==> src/rtl/mem_wb_buf.sv <==
// MEM/WB stage buffer: DEPTH-entry FIFO with valid/ready on both sides.
// Carries GPR and HI/LO write bundles; write enables are masked when the head is empty.
module mem_wb_buf #(
   parameter int DATA_W = 32,
   parameter int ADDR_W = 5,
   parameter int DEPTH  = 2,
   parameter int CNT_W  = $clog2(DEPTH) + 1
) (
   input  logic              clk,
   input  logic              rst,
   input  logic              flush,
   input  logic              in_valid,
   output logic              in_ready,
   input  logic [DATA_W-1:0] mem_wdata,
   input  logic [ADDR_W-1:0] mem_wd,
   input  logic              mem_wreg,
   input  logic              mem_whilo,
   input  logic [DATA_W-1:0] mem_hi,
   input  logic [DATA_W-1:0] mem_lo,
   output logic              out_valid,
   input  logic              out_ready,
   output logic [DATA_W-1:0] wb_wdata,
   output logic [ADDR_W-1:0] wb_wd,
   output logic              wb_wreg,
   output logic              wb_whilo,
   output logic [DATA_W-1:0] wb_hi,
   output logic [DATA_W-1:0] wb_lo,
   output logic [CNT_W-1:0]  count
);
   localparam int PTR_W = $clog2(DEPTH);

   typedef struct packed {
      logic [DATA_W-1:0] wdata;
      logic [ADDR_W-1:0] wd;
      logic              wreg;
      logic              whilo;
      logic [DATA_W-1:0] hi;
      logic [DATA_W-1:0] lo;
   } entry_t;

   entry_t           mem [DEPTH];
   entry_t           head;
   logic [PTR_W-1:0] rd_ptr, wr_ptr;
   logic             push, pop;

   // Handshake flags come only from the registered count, so neither side sees a comb loop.
   assign in_ready  = (count != CNT_W'(DEPTH));
   assign out_valid = (count != '0);
   assign push      = in_valid & in_ready;
   assign pop       = out_valid & out_ready;

   always_ff @(posedge clk) begin
      if (push && !flush)
         mem[wr_ptr] <= '{wdata: mem_wdata, wd: mem_wd, wreg: mem_wreg,
                          whilo: mem_whilo, hi: mem_hi, lo: mem_lo};
   end

   always_ff @(posedge clk or negedge rst) begin
      if (!rst) begin
         rd_ptr <= '0;
         wr_ptr <= '0;
         count  <= '0;
      end else if (flush) begin
         rd_ptr <= '0;
         wr_ptr <= '0;
         count  <= '0;
      end else begin
         if (push) wr_ptr <= wr_ptr + PTR_W'(1);
         if (pop)  rd_ptr <= rd_ptr + PTR_W'(1);
         if (push && !pop)      count <= count + CNT_W'(1);
         else if (pop && !push) count <= count - CNT_W'(1);
      end
   end

   // Stale entry contents are never visible: everything is masked by out_valid.
   always_comb begin
      head     = mem[rd_ptr];
      wb_wdata = '0;
      wb_wd    = '0;
      wb_wreg  = 1'b0;
      wb_whilo = 1'b0;
      wb_hi    = '0;
      wb_lo    = '0;
      if (out_valid) begin
         wb_wdata = head.wdata;
         wb_wd    = head.wd;
         wb_wreg  = head.wreg;
         wb_whilo = head.whilo;
         wb_hi    = head.hi;
         wb_lo    = head.lo;
      end
   end
endmodule

==> config.mk <==
export PLATFORM = sky130hd
export DESIGN_NAME = mem_wb_buf
export DESIGN_NICKNAME = d
export VERILOG_FILES = /design/src/rtl/mem_wb_buf.sv
export SDC_FILE = /design/constraint.sdc
export NUM_CORES = 1
export LEC_CHECK = 0
export BUFFER_PORTS_ARGS = -buffer_cell sky130_fd_sc_hd__buf_2
export CAP_MARGIN = 40
export CORE_AREA = 8 8 198 153
export DETAILED_ROUTE_END_ITERATION = 12
export DIE_AREA = 0 0 206 161
export GPL_TIMING_DRIVEN = 1
export PLACE_DENSITY = 0.48
export SLEW_MARGIN = 20
export SYNTH_ARGS = -nofsm -noshare
export SYNTH_HDL_FRONTEND = slang
export SYNTH_SLANG_ARGS = --single-unit
==> constraint.sdc <==
create_clock -name clk -period 13.06 [get_ports clk]
set_input_delay 2.612 -clock clk [delete_from_list [all_inputs] [get_ports clk]]
set_output_delay 2.612 -clock clk [all_outputs]
set_load 0.02 [all_outputs]
==> metrics.txt <==
post-synthesis cell count=462; clock sink count=210; capturing element type of the critical path=output pin; clock root buffer=sky130_fd_sc_hd__clkbuf_16; area of combinational cells with multiple inputs=0.00156 mm^2; share of the synthesized area in the top cell type=77.3%; count of yosys warnings during synthesis=0; Cell Rows=53; final count of negative-setup-slack endpoints=0; half-perimeter wire length of the detailed placement result=12.1 mm; post-layout worst setup margin=7560 ps; Inserted Clock Buffers=23; Max Clock Freq=182 MHz; number of max-cap violations=0; Worst slew margin=44.4%; Crit path max-delay family=buffers and inverters; maximum clock path buffer count=3; post-CTS setup buffers=0; run status=completed; total length of routed wires=18.4 mm; DP Cell Count=1017; die extent in y=161 um; number of nets in the finished design=795; via count of the first global-routing pass=5001; Static Leak=3.84 nW; final worst path period share=42.1%; # IOs=215; flip-flop and latch area=0.00629 mm^2; transition time of the tightest slew-check pin=834 ps; remaining antenna violation count=0; CTS Hold Buffers Added=0; wire length per cell=17.3 um; number of vias after detailed routing=4555; pin count of the biggest net entering global routing=80; most common cell after layout, fill and taps aside=sky130_fd_sc_hd__buf_2; die footprint=0.0332 mm^2; overall die width=206 um; Avg Inst Size Synth=17.3 um^2; total global-route track usage=10.7%; Setup Total Neg Slack=0 ps; critical path class=reg -> out; initial standard-cell utilization of the core=29.3%; total nets after synthesis=570; signal arrival time at the worst endpoint=2890 ps; CTS tree=built; number of cells upsized or downsized after cts=0; post-synthesis cell type count=23; leading cell types in the layout, fill and taps excluded=sky130_fd_sc_hd__buf_2, sky130_fd_sc_hd__edfxtp_1, sky130_fd_sc_hd__mux2i_1, sky130_fd_sc_hd__nor2_1, sky130_fd_sc_hd__clkbuf_16; Vias/cell=4.30; cell type with the largest total area after synthesis=sky130_fd_sc_hd__edfxtp_1; global-route wire length before repair=28.1 mm; Initial DRT Pass Iterations=4; sequence of cells on the critical path=buf_4 -> buf_16 -> mux2i_1 -> nor2_1 -> buf_2; Post-Route Skew=22.1 ps; CORE AREA=0.0273 mm^2; number of synthesized register bits=210; Layout Area Growth over Synthesis=28.1%; sequential share of the synthesized area=78.5%; number of filler cells placed in the layout=2625; worst-case register-to-register setup slack=10850 ps; final core area utilization=37.5%; worst vdd rail ir drop=0.0889 mV; largest cells by area after synthesis=sky130_fd_sc_hd__edfxtp_1, sky130_fd_sc_hd__mux2i_1, sky130_fd_sc_hd__nor2_1; port bufs=214; remaining global-route overflow=0; GPL Wtd Cong=0.728; Slew Limit Fails=0; Post-Place Setup Slack=7920 ps; CTS H-tree depth=1; instance area at placement=0.00945 mm^2; proportion of layout cells with a drive suffix above 1=37.1%; classification of the worst-slack hold path=reg -> reg; maximum fanout along the worst path=45; area of all placed cells without fillers=0.0103 mm^2; Critical-path top delay cell=sky130_fd_sc_hd__dfrtp_4; number of hold-slack violations in the final timing report=0; worst stage delay on the critical path=970 ps; number of remaining DRC errors=0; count of non-filler cells in the finished layout=1060; cell area after synthesis=0.00801 mm^2; final antenna diode count=0; Cell Pwr Density=156 mW/mm^2; antenna violations before repair=3; required time at the endpoint of the critical path=10450 ps; insertion delay of the later-clocked pin in the worst-skew pair=510 ps; startpoint class of the critical path=flop; unrepaired setup endpoints after global routing=no; Initial DRC Count=175; number of buffers and inverters on the critical path=3; shortest period the worst path allows=5500 ps; clock transition at the registers of the reported paths=60 ps
-- synthesized netlist by cell type, drive strengths merged --
cell type  count
o211ai         1
nor3           1
mux2i        104
or2            1
buf           19
inv            3
edfxtp       206
a21o           1
a21oi          4
xor2           1
nor2         105
dfrtp          4
or3            1
nor3b          2
nor2b          1
nand3b         1
nand2          1
o21ai          2
clkbuf         4
-- tightest hold or removal path: stages (launching register included) --
cell and delay, ps:
sky130_fd_sc_hd__dfrtp_1 400, sky130_fd_sc_hd__or3_1 120, sky130_fd_sc_hd__a21oi_1 70
-- cell type report --
type / count / area share, %
Clock inverter: 12 / 1.57
Multi-Input combinational cell: 226 / 15.2
Clock buffer: 29 / 5.83
Tap cell: 357 / 4.35
Timing Repair Buffer: 223 / 11.6
Inverter: 3 / 0.110
Sequential cell: 210 / 61.3
-- cells by family (layout without fill, tap and decap cells) --
| group | Yosys count | after routing | synth area share [%] |
|---|---|---|---|
| buffers and inverters | 26 | 267 | 2.19 |
| xor gates and xnor gates | 1 | 1 | 0.109 |
| AOI/OAI and AO/OA | 8 | 8 | 0.563 |
| DFF | 210 | 210 | 78.5 |
| muxes | 104 | 104 | 13.0 |
| and+or+nand+nor | 113 | 113 | 5.61 |
-- where the power goes --
part | internal, mW | switching, mW | leakage [nW] | total [mW]
Sequential | 0.768 | 0.0127 | 1.94 | 0.781
Combinational | 0.0617 | 0.106 | 1.54 | 0.167
Clock | 0.402 | 0.246 | 0.366 | 0.649
-- state kept, by name, summed over array words and instances, names as in the netlist --
name / cells
rd_ptr: 1
mem: 206
wr_ptr: 1
count: 2
-- path summary, 6_finish.rpt --
kind / start / depth (start not counted) / endpoint
min in group asynchronous: rst / 1 / wr_ptr
setup / recovery: rd_ptr / 5 / wb_lo[21]
setup reg to reg: rd_ptr / 4 / rd_ptr
max in group asynchronous: rst / 1 / rd_ptr
hold / removal: wr_ptr / 2 / wr_ptr
hold reg to reg: wr_ptr / 2 / wr_ptr
-- per-stage QoR --
| step | power (mW) | hold slack [ps] |
|---|---|---|
| finish | 1.60 | 633 |
| detailed placement | 0.966 | 616 |
| floorplan | 0.902 | 529 |
| CTS | 1.62 | 624 |
| global placement | 0.961 | 573 |
| global route | 1.67 | 676 |
-- routing by layer --
metal | vias up | GRT usage (%) | part of all wire (%)
met4 | 6 | 2.16 | 1.5
met3 | 29 | 3.86 | 8.2
met1 | 2216 | 12.3 | 41
met2 | 138 | 18.9 | 50
met5 | - | 0 | 0.22
li1 | 2166 | - | -
Note: power is estimated with default switching activity, not from simulation.
